[config.mk]
export PLATFORM = sky130hd
export DESIGN_NAME = remote_key_dispatcher
export DESIGN_NICKNAME = d
export VERILOG_FILES = /design/src/rtl/remote_key_dispatcher.sv
export SDC_FILE = /design/constraint.sdc
export NUM_CORES = 1
export LEC_CHECK = 0
export CAP_MARGIN = 20
export CORE_MARGIN = 10
export CORE_UTILIZATION = 63
export CTS_CLUSTER_DIAMETER = 80
export DETAILED_ROUTE_END_ITERATION = 8
export PLACE_DENSITY = 0.92
export SETUP_SLACK_MARGIN = 0.4
export SLEW_MARGIN = 20
export SYNTH_ARGS = -nofsm -noshare
export SYNTH_HDL_FRONTEND = slang
export SYNTH_SLANG_ARGS = --single-unit
[constraint.sdc]
create_clock -name Clock -period 4.2 [get_ports Clock]
set_input_delay 1.26 -clock Clock [delete_from_list [all_inputs] [get_ports Clock]]
set_output_delay 1.26 -clock Clock [all_outputs]
set_load 0.02 [all_outputs]
[src/rtl/remote_key_dispatcher.sv]
// Turns decoder Ready strobes into single key events, filters auto-repeat, queues them and
// presents them one at a time over a valid/ack handshake with an ack timeout.
module remote_key_dispatcher #(
  parameter int unsigned FIFO_DEPTH     = 4,
  parameter int unsigned HOLDOFF_CYCLES = 1000,
  parameter int unsigned ACK_TIMEOUT    = 255
) (
  input  logic                          Clock,
  input  logic                          Reset,
  input  logic [7:0]                    Tecla,
  input  logic                          Ready,
  input  logic                          Clear,
  output logic [7:0]                    Cmd,
  output logic                          CmdValid,
  input  logic                          CmdAck,
  output logic                          Dropped,
  output logic                          Overflow,
  output logic [$clog2(FIFO_DEPTH):0]   Count
);

  localparam int unsigned PtrW = $clog2(FIFO_DEPTH);
  localparam int unsigned CntW = PtrW + 1;
  localparam logic [15:0] HoldoffLoad = 16'(HOLDOFF_CYCLES);
  localparam logic [15:0] TimeoutLast = 16'(ACK_TIMEOUT - 1);
  localparam logic [CntW-1:0] CountFull = CntW'(FIFO_DEPTH);

  typedef enum logic {StIdle, StPresent} state_e;

  state_e          state_q, state_d;
  logic            ready_d;
  logic [7:0]      last_key;
  logic [15:0]     holdoff;
  logic [15:0]     timer_q, timer_d;
  logic [7:0]      cmd_d;
  logic            valid_d, dropped_d;
  logic [7:0]      mem [FIFO_DEPTH];
  logic [PtrW-1:0] wr_ptr, rd_ptr;

  logic capture, suppress, push, pop, full, wr_en;

  assign capture  = Ready & ~ready_d;
  assign suppress = capture && (holdoff != 16'd0) && (Tecla == last_key);
  assign push     = capture & ~suppress;
  assign pop      = (state_q == StIdle) && (Count != '0);
  assign full     = (Count == CountFull);
  // A full FIFO still accepts a push when the head leaves in the same cycle.
  assign wr_en    = push && (!full || pop);

  always_ff @(posedge Clock or negedge Reset) begin
    if (!Reset) begin
      ready_d  <= 1'b0;
      last_key <= 8'h00;
      holdoff  <= 16'd0;
    end else begin
      ready_d <= Ready;
      if (Clear) begin
        last_key <= 8'h00;
        holdoff  <= 16'd0;
      end else if (capture) begin
        last_key <= Tecla;
        holdoff  <= HoldoffLoad;
      end else if (holdoff != 16'd0) begin
        holdoff <= holdoff - 16'd1;
      end
    end
  end

  always_ff @(posedge Clock) begin
    if (!Clear && wr_en) begin
      mem[wr_ptr] <= Tecla;
    end
  end

  always_ff @(posedge Clock or negedge Reset) begin
    if (!Reset) begin
      wr_ptr   <= '0;
      rd_ptr   <= '0;
      Count    <= '0;
      Overflow <= 1'b0;
    end else if (Clear) begin
      wr_ptr   <= '0;
      rd_ptr   <= '0;
      Count    <= '0;
      Overflow <= 1'b0;
    end else begin
      if (wr_en) wr_ptr <= wr_ptr + PtrW'(1);
      if (pop)   rd_ptr <= rd_ptr + PtrW'(1);
      if (wr_en && !pop) begin
        Count <= Count + CntW'(1);
      end else if (pop && !wr_en) begin
        Count <= Count - CntW'(1);
      end
      if (push && full && !pop) Overflow <= 1'b1;
    end
  end

  always_comb begin
    state_d   = state_q;
    timer_d   = timer_q;
    cmd_d     = Cmd;
    valid_d   = CmdValid;
    dropped_d = 1'b0;
    unique case (state_q)
      StIdle: begin
        if (pop) begin
          cmd_d   = mem[rd_ptr];
          valid_d = 1'b1;
          timer_d = 16'd0;
          state_d = StPresent;
        end
      end
      StPresent: begin
        // Ack wins over a timeout landing in the same cycle.
        if (CmdAck) begin
          valid_d = 1'b0;
          state_d = StIdle;
        end else if (timer_q == TimeoutLast) begin
          valid_d   = 1'b0;
          dropped_d = 1'b1;
          state_d   = StIdle;
        end else begin
          timer_d = timer_q + 16'd1;
        end
      end
      default: state_d = StIdle;
    endcase
  end

  always_ff @(posedge Clock or negedge Reset) begin
    if (!Reset) begin
      state_q  <= StIdle;
      timer_q  <= 16'd0;
      Cmd      <= 8'h00;
      CmdValid <= 1'b0;
      Dropped  <= 1'b0;
    end else if (Clear) begin
      state_q  <= StIdle;
      timer_q  <= 16'd0;
      CmdValid <= 1'b0;
      Dropped  <= 1'b0;
    end else begin
      state_q  <= state_d;
      timer_q  <= timer_d;
      Cmd      <= cmd_d;
      CmdValid <= valid_d;
      Dropped  <= dropped_d;
    end
  end

endmodule
==> results.md, run 1 <==
Outcome:
- The flow ran to the end, and the final reports show no timing, DRC or antenna violations.

Timing:
- For the pin with the worst max-slew slack, the measured transition is 656 ps.
- Setup repair after global routing left no endpoint under its margin.
- The time the final worst path needs with I/O delays and setup is ~3600 ps.
- The setup skew after layout is slightly above 8 ps.
- The number of failing hold endpoints at the final stage came to 0.
- The fmax is ~0.28 GHz.
- The number of slew-limit violations in the final report came to 0.
- The final-layout setup total negative slack is 0 ps.
- In this run the tightest slew margin relative to its limit is approximately 56%.
- The fraction of the cycle the final worst path needs is 86.4%.
- The setup-violating endpoint count in the final report is 0.

Setup path:
- The data required time at the worst endpoint is 4460 ps.
- Along the worst path, the maximum fanout reaches 9.
- Tracing the worst setup path back leads to its startpoint at Tecla[2].
- The cell with the biggest individual delay on the critical path is clkdlybuf4s50_1.
- Counting both buffers and inverters, the worst setup path holds a total of 1.
- The worst setup path is of the in -> reg kind.
- The endpoint of the most critical register-to-register path is Count[1].
- The end of the critical path is Count[2].
- At the worst endpoint, the arrival time is roughly 3900 ps.
- The kind of launch point of the worst setup path is an input port.
- Among cell families on the critical path, the largest total delay comes from compound AO/OA/AOI/OAI gates.
- Counting buffers and inverters, the worst setup path is 9 cells deep.
- The endpoint class of the critical path is a flop.
- The highest cell delay on the worst timing path is 610 ps.
- The cell depth of the worst flop-to-flop path is 11.
- The launch instance of the worst register-to-register path is holdoff[0].
- The signal on the critical path passes through clkdlybuf4s50_1 -> xnor2_1 -> nand4_1 -> o31a_1 -> nand2_1 -> nor2_1 -> fa_1 -> o311a_2 -> o32ai_2.
- The minimum setup slack among reg-to-reg paths is just over 1000 ps.

Global routing:
- The global routing usage summed across all routing layers is a little under a fifth.
- The number of global-route vias before repair is ~3200.
- The first-pass GRT wire length is 15300 µm.
- The number of antenna violations at the first check in global routing is 0.
- The total congestion overflow is 0.
- The maximum number of pins on one net before global-route repair is between 40 and 50.

Layout:
- In the layout the commonest cells are dfrtp_1, nor2_1, edfxtp_1.
- The final layout contains approximately 420 nets.
- The number of inserted diodes is 0.
- The library cell used most frequently in the layout, excluding fill and tap cells, is dfrtp_1.
- Relative to the synthesized area, the layout overhead comes to 12.1%.
- Cells with a size suffix above 1 make up between 10 and 15% of the layout.
- The final cell area excluding filler cells is a little under 0.005 mm².

Die:
- The count of boundary I/O pins is 27.
- After floorplanning, the core was divided into 30 placement rows.
- The full die area is between 0.01 and 0.015 mm².
- Measured along the x axis, the die boundary spans 103 µm.
- The core region is between 0.006 and 0.007 mm².
- Once the floorplan was initialized, standard cells occupied between 60 and 70% of the core.
- Measured along the y axis, the die boundary spans just over 100 µm.

Place:
- The instance area at placement is ~0.0046 mm².
- Routability-driven placement finished with a final weighted congestion of slightly above 0.9.
- Input and output buffers added on the ports amount to 26.
- The HPWL after detailed placement is 6380 µm.

Route:
- For this block, the via count after detailed routing is between 3000 and 4000.
- Dividing the detail-routed wire length by the instance count gives about 19 µm.
- The routed design has 9190 µm of wire.
- The average via count per standard cell is 6.27.
- After detailed routing, the number of remaining DRC violations is 0.
- The number of iterations in the first detailed-routing pass is 5.
- The detailed router finished its first iteration with between 300 and 400 violations.
- The post-route antenna net violation count is 0.

Logic synthesis:
- Each instance of the synthesized netlist takes up on average between 10 and 15 µm².
- The post-synth net total is between 300 and 400.
- The count of yosys warnings during synthesis is 0.
- The count of flip-flops with a built-in enable after synthesis is 32.
- The post-synthesis cell count is 373.
- For this run, the leading register cell type out of synthesis is dfrtp_1.
- Synthesis inferred about 90 register bits.
- The cell area after synthesis is approximately 0.0043 mm².
- Counting distinct cell types in the post-synthesis netlist gives a little over 50.
- The fraction of synthesis flops using an asynchronous set or reset pin is around 65%.
- Sequential cells were found to cover a little under three fifths of the synthesized design area.

Power:
- The power per standard cell area is between 500 and 600 mW/mm².
- The analysis attributes to cell leakage a power of approximately 1.9 nW.
- The worst supply voltage drop on vdd is between 300 and 400 µV.

Clock network:
- CTS saw 92 sinks.
- Clock-pin slew was measured on the worst setup and hold paths at approximately 80 ps.
- At the later pin of the worst-skew pair, clock insertion delay measures roughly 350 ps.
- In this run, CTS created clock tree buffers numbering 9.
- The post-CTS resize count is 0.
- Post-CTS timing repair inserted 0 buffers for setup.
- The number of hold buffers added after CTS was 0.
- The number of H-tree levels is 3.
- TritonCTS built the clock tree.
- The number of buffers on the longest clock path is 2.
- In this run the clock root is driven by a clkbuf_8.

Job:
- Across the run, the number of max-cap violations was 0.

Worst hold path:
- The worst hold path belongs to the class reg -> reg.
## power breakdown
part	switching (W)	leakage (nW)	internal, W	total, W
Combinational	0.000538	0.669	0.000451	0.000990
Sequential	0.000167	1.09	0.00106	0.00123
Clock	0.000296	0.108	0.000355	0.000651
## area by class of cell
class | instances | area, µm²
clock inverters | 3 | 68.8
clock buffers | 13 | 149
flip-flops and latches | 92 | 2460
repair buffers | 29 | 278
inverters | 11 | 41.3
well taps | 80 | 100
multi-input cells | 255 | 1760
fillers | 442 | 1900
## how the worst min path moves through the flow
stage | startpoint | end | slack, ps | cells past startpoint
finish | Overflow | Overflow | 510 | 2
detailed placement | Overflow | Overflow | 490 | 2
global route | Cmd[3] | Cmd[3] | 550 | 1
floorplan | holdoff[15] | holdoff[15] | 510 | 2
global placement | Cmd[7] | Cmd[7] | 490 | 1
CTS | Overflow | Overflow | 510 | 2
## routing by layer
layer | routed length, µm | GRT usage (%) | share of wire, % | up-vias
li1 | - | - | - | 1382
met1 | 3720 | 22.2 | 41 | 1539
met2 | 4880 | 32.7 | 53 | 95
met3 | 456 | 3.89 | 5.0 | 14
met4 | 125 | 5.45 | 1.4 | 0
met5 | 0 | 0 | 0 | -
## synthesized netlist by cell type, types with 2 or more instances
master | instances | area share [%]
inv_1 | 11 | 0.95
clkbuf_1 | 7 | 0.61
mux4_2 | 8 | 4.2
dfrtp_1 | 60 | 35
nor3_1 | 17 | 2.0
xnor2_1 | 16 | 3.2
and2_1 | 5 | 0.72
and3_1 | 4 | 0.58
xor2_1 | 17 | 3.4
o21ai_0 | 10 | 1.2
and4_1 | 2 | 0.40
nand2_1 | 30 | 2.6
a31oi_1 | 2 | 0.29
buf_1 | 4 | 0.35
nor2_1 | 35 | 3.0
nand4_1 | 14 | 2.0
ha_1 | 7 | 2.0
a21oi_1 | 25 | 2.9
nand2b_1 | 2 | 0.29
or3_1 | 4 | 0.58
mux2_2 | 8 | 2.1
mux2i_1 | 3 | 0.69
nand3_1 | 17 | 2.0
nand3b_1 | 3 | 0.52
nor4_1 | 3 | 0.43
edfxtp_1 | 32 | 22
or4_2 | 2 | 0.40
buf_2 | 2 | 0.23
## state kept, by name, indices dropped and copies added (netlist names)
register  count
timer_q      16
mem          32
rd_ptr        2
state_q       1
ready_d       1
CmdValid      1
Overflow      1
holdoff      16
Count         3
last_key      8
Dropped       1
wr_ptr        2
Cmd           8
## stage by stage
| stage | std cells | hold WS (ps) | util (%) | setup WS [ps] | power (W) |
|---|---|---|---|---|---|
| after floorplan | 373 | 506 | - | 1110 | 0.00192 |
| after global placement | 467 | 489 | 68.7 | 418 | 0.00217 |
| after detailed placement | 467 | 490 | 68.7 | 299 | 0.00223 |
| after CTS | 483 | 510 | 71.9 | 620 | 0.00288 |
| after global routing | 483 | 548 | 71.9 | 447 | 0.00302 |
| final | 483 | 507 | 71.9 | 572 | 0.00287 |
## cells by family (layout without fill, tap and decap cells)
family / count (synthesis) / after routing / share of synthesized area (%)
xor gates and xnor gates: 33 / 33 / 6.67
buffers and inverters: 26 / 56 / 2.57
DFF: 92 / 92 / 56.8
muxes: 19 / 19 / 6.93
adders and majority gates: 8 / 8 / 2.48
and+or+nand+nor: 151 / 151 / 18.5
AOI/OAI and AO/OA: 44 / 44 / 5.98
## tightest hold or removal path, stage by stage (launching register included)
cell and delay [ps]:
dfrtp_1 350, a21oi_1 40, nor2_1 70
Power figures use the tool's default switching activity.
==> inputs of run 2 (changes only) <==
- CELL_PAD_IN_SITES_DETAIL_PLACEMENT: unset -> 1
- CELL_PAD_IN_SITES_GLOBAL_PLACEMENT: unset -> 2
- CORE_UTILIZATION: 63 -> 43
==> results.md, run 2 (synthesis gave the netlist of run 1 again) <==
Layout:
- The share of final-layout standard cells stronger than drive strength 1 is 12.3% (+0.93 points).
- In the final layout, the registers with the most flip-flops are mem (32), holdoff (16), timer_q (16).
- Leaving out fill and tap cells, the most frequent cell in the layout is dfrtp_1.
- The number of fillers in the final layout is 1047 (+140%).
- The number of flip-flops under the largest register name is 32 (unchanged).
- The number of inserted diodes was 0 (unchanged).
- The area growth from synthesis to layout is 14.1%.
- In the layout the commonest cells are dfrtp_1, nor2_1, edfxtp_1.
- The net count reported at finish came to 421 (+0.48%).
- Ranked by flip-flop count, first place goes to mem.
- The footprint of the multi-input gates came to 0.00176 mm² (unchanged).
- The sequential cell area in the final layout is 0.00246 mm² (unchanged).

Global routing:
- The number of global-route vias before repair is 3234 (+2.4%).
- The first-pass GRT wire length came to 16800 µm (+9.9%).
- The global routing usage summed across all routing layers is 14.5% (-4.0 points).
- The maximum number of pins on one net before global-route repair was 36 (-16%).
- The total congestion overflow came to 0 (unchanged).
- The number of antenna violations at the first check in global routing is 0 (unchanged).

Route:
- The number of iterations in the first detailed-routing pass is 4 (-1).
- The wire length on met3 was 226 µm (-50%).
- The post-route antenna net violation count is 0 (unchanged).
- The total routed wirelength is 9920 µm (+8.0%).
- The count of routing violations after the opening detailed-route iteration was 180 (-44%).
- The routed length on met2 is 5220 µm (+6.9%).
- The residual DRC count was 0 (unchanged).
- The per-cell routed wire length is 18.4 µm (-3.0%).
- The detailed-route via count is 2943 (-2.9%).
- The post-route met1 wirelength was 4340 µm (+17%).
- The top metal layer carrying routed signals is met4.
- The average via count per standard cell is 5.47 (-13%).

Clock network:
- TritonCTS built the clock tree.
- The post-CTS resize count was 0 (unchanged).
- The clock slew seen by the registers of the worst setup and hold paths came to 90 ps (about the same).
- The number of buffers on the longest clock path is 2 (unchanged).
- The post-cts hold buffer count is 0 (unchanged).
- The post-CTS setup repair buffer count is 0 (unchanged).
- The source-to-sink clock delay at the later pin of the worst-skew pair is 370 ps (+20 ps).
- The number of H-tree levels is 3 (unchanged).
- The tree is rooted in a clkbuf_8.
- The clock sink count is 92 (unchanged).
- The TritonCTS buffer count came to 9 (unchanged).

Setup path:
- The depth of the critical timing path with buffers and inverters included is 9 (unchanged).
- The critical path is of the in -> reg type.
- The cell depth of the worst flop-to-flop path is 11 (unchanged).
- The cell with the biggest individual delay on the critical path is clkdlybuf4s50_1.
- STA classifies the critical path endpoint as a flop.
- The maximum fanout along the worst path came to 9 (unchanged).
- The arrival time of the worst setup path is 3830 ps (-60 ps).
- The family with the most delay on the worst path is compound AO/OA/AOI/OAI gates.
- The highest cell delay on the worst timing path is 620 ps (about the same).
- The worst setup path is launched from an input port.
- The data required time at the worst endpoint came to 4470 ps (about the same).
- The critical path goes through clkdlybuf4s50_1 -> xnor2_1 -> nand4_1 -> o31a_1 -> nand2_1 -> nor2_1 -> fa_1 -> o311a_2 -> o32ai_2.
- The count of buffering cells on the critical path with inverters included is 1 (unchanged).

Power:
- The standby leakage power is 1.88 nW (+0.80%).
- The power per standard cell area is 582 mW/mm² (-1.5%).
- The worst supply voltage drop on vdd was 249 µV (-36%).

Outcome:
- The run finished with clean final reports.

Timing:
- The setup-violating endpoint count in the final report is 0 (unchanged).
- The fmax is 0.281 GHz (+1.8%).
- The remaining max-slew budget at the tightest pin came to 43.8% (-12 points).
- The worst hold slack after final layout is 511 ps (+4.06 ps).
- The number of failing hold endpoints at the final stage is 0 (unchanged).
- The time the final worst path needs with I/O delays and setup is 3560 ps (-63.0 ps).
- The slew of the pin with the lowest slew margin is 843 ps (+187 ps).
- The fraction of the cycle the final worst path needs is 84.9% (-1.5 points).
- Setup repair after global routing left no endpoint under its margin.
- The final-layout setup total negative slack was 0 ps (unchanged).
- The setup skew after layout is 15.9 ps (+7.57 ps).
- The number of slew-limit violations in the final report is 0 (unchanged).

Die:
- The starting utilization of the core area is 44.3% (-20 points).
- The number of rows in the core area is 36 (+20%).
- The full die area was 0.0145 mm² (+37%).
- The width of the die was 120 µm (+17%).
- The count of boundary I/O pins is 27 (unchanged).
- The vertical die dimension came to 120 µm (+17%).
- The placeable core region is 0.00977 mm² (+45%).

Worst hold path:
- The tightest min-delay check is of the reg -> reg type.
- The hold-critical path depth is 1 (-1).

Place:
- The HPWL after detailed placement is 6950 µm (+8.9%).
- The number of input and output port buffers inserted is 26 (unchanged).
- The global placement routability congestion is 0.825 (-9.4%).

Job:
- The max-cap violation count is 0 (unchanged).
run 2: cell types whose count changed in the layout (fill, tap and decap cells not counted):
cell,previous run,this run
buf_4,3,5
clkbuf_1,3,1
clkinv_2,0,1
clkinv_4,0,1
run 2: layout make-up:
| class | count | area share (%) |
|---|---|---|
| clock buffer | 11 | 2.86 |
| clock inverter | 5 | 1.67 |
| inverter | 11 | 0.835 |
| multi-input combinational | 255 | 35.6 |
| sequential | 92 | 49.8 |
| tap | 133 | 3.36 |
| timing repair buffer | 31 | 5.92 |
run 2: worst register-to-register path, delay by kind of cell, from the launching register on:
kind	cells	cell delay [ps]
buffers and inverters	1	130
adder cells (fa/ha/maj)	2	720
flip-flops	1	390
AND/OR/NAND/NOR	6	1350
AO/OA/AOI/OAI	2	540
run 2: metrics by stage:
| stage | cells | power, W | area [µm²] | setup slack (ps) | utilization (%) |
|---|---|---|---|---|---|
| 2_1_floorplan | 373 | 0.00192 | 4330 | 1110 | - |
| 3_3_place_gp | 522 | 0.00220 | 4720 | 367 | 48.3 |
| 3_5_place_dp | 522 | 0.00224 | 4720 | 274 | 48.3 |
| 4_1_cts | 538 | 0.00291 | 4950 | 644 | 50.6 |
| 5_1_grt | 538 | 0.00308 | 4950 | 509 | 50.6 |
| 6_report | 538 | 0.00288 | 4950 | 635 | 50.6 |
run 2: where the power goes:
part	total (W)	leakage (nW)	switching [W]	internal, W
Clock	0.000670	0.114	0.000316	0.000354
Sequential	0.00122	1.09	0.000161	0.00106
Combinational	0.000987	0.679	0.000535	0.000452
Total	0.00288	1.88	0.00101	0.00187
run 2: routing by layer:
| metal | up-vias | track usage, % |
|---|---|---|
| met5 | - | 0 |
| met1 | 1518 | 17.3 |
| met4 | 0 | 4.90 |
| met2 | 25 | 25.3 |
| li1 | 1390 | - |
| met3 | 10 | 3.30 |
run 2: worst paths after layout:
kind	start	slack, ps	endpoint
worst max register to register	holdoff[0]	990	Count[1]
min in group asynchronous	Reset	990	timer_q[10]
worst max-delay path	Tecla[1]	640	Count[2]
worst min register to register	Cmd[1]	510	Cmd[1]
worst min-delay path	Cmd[1]	510	Cmd[1]
max in group asynchronous	Reset	2480	CmdValid
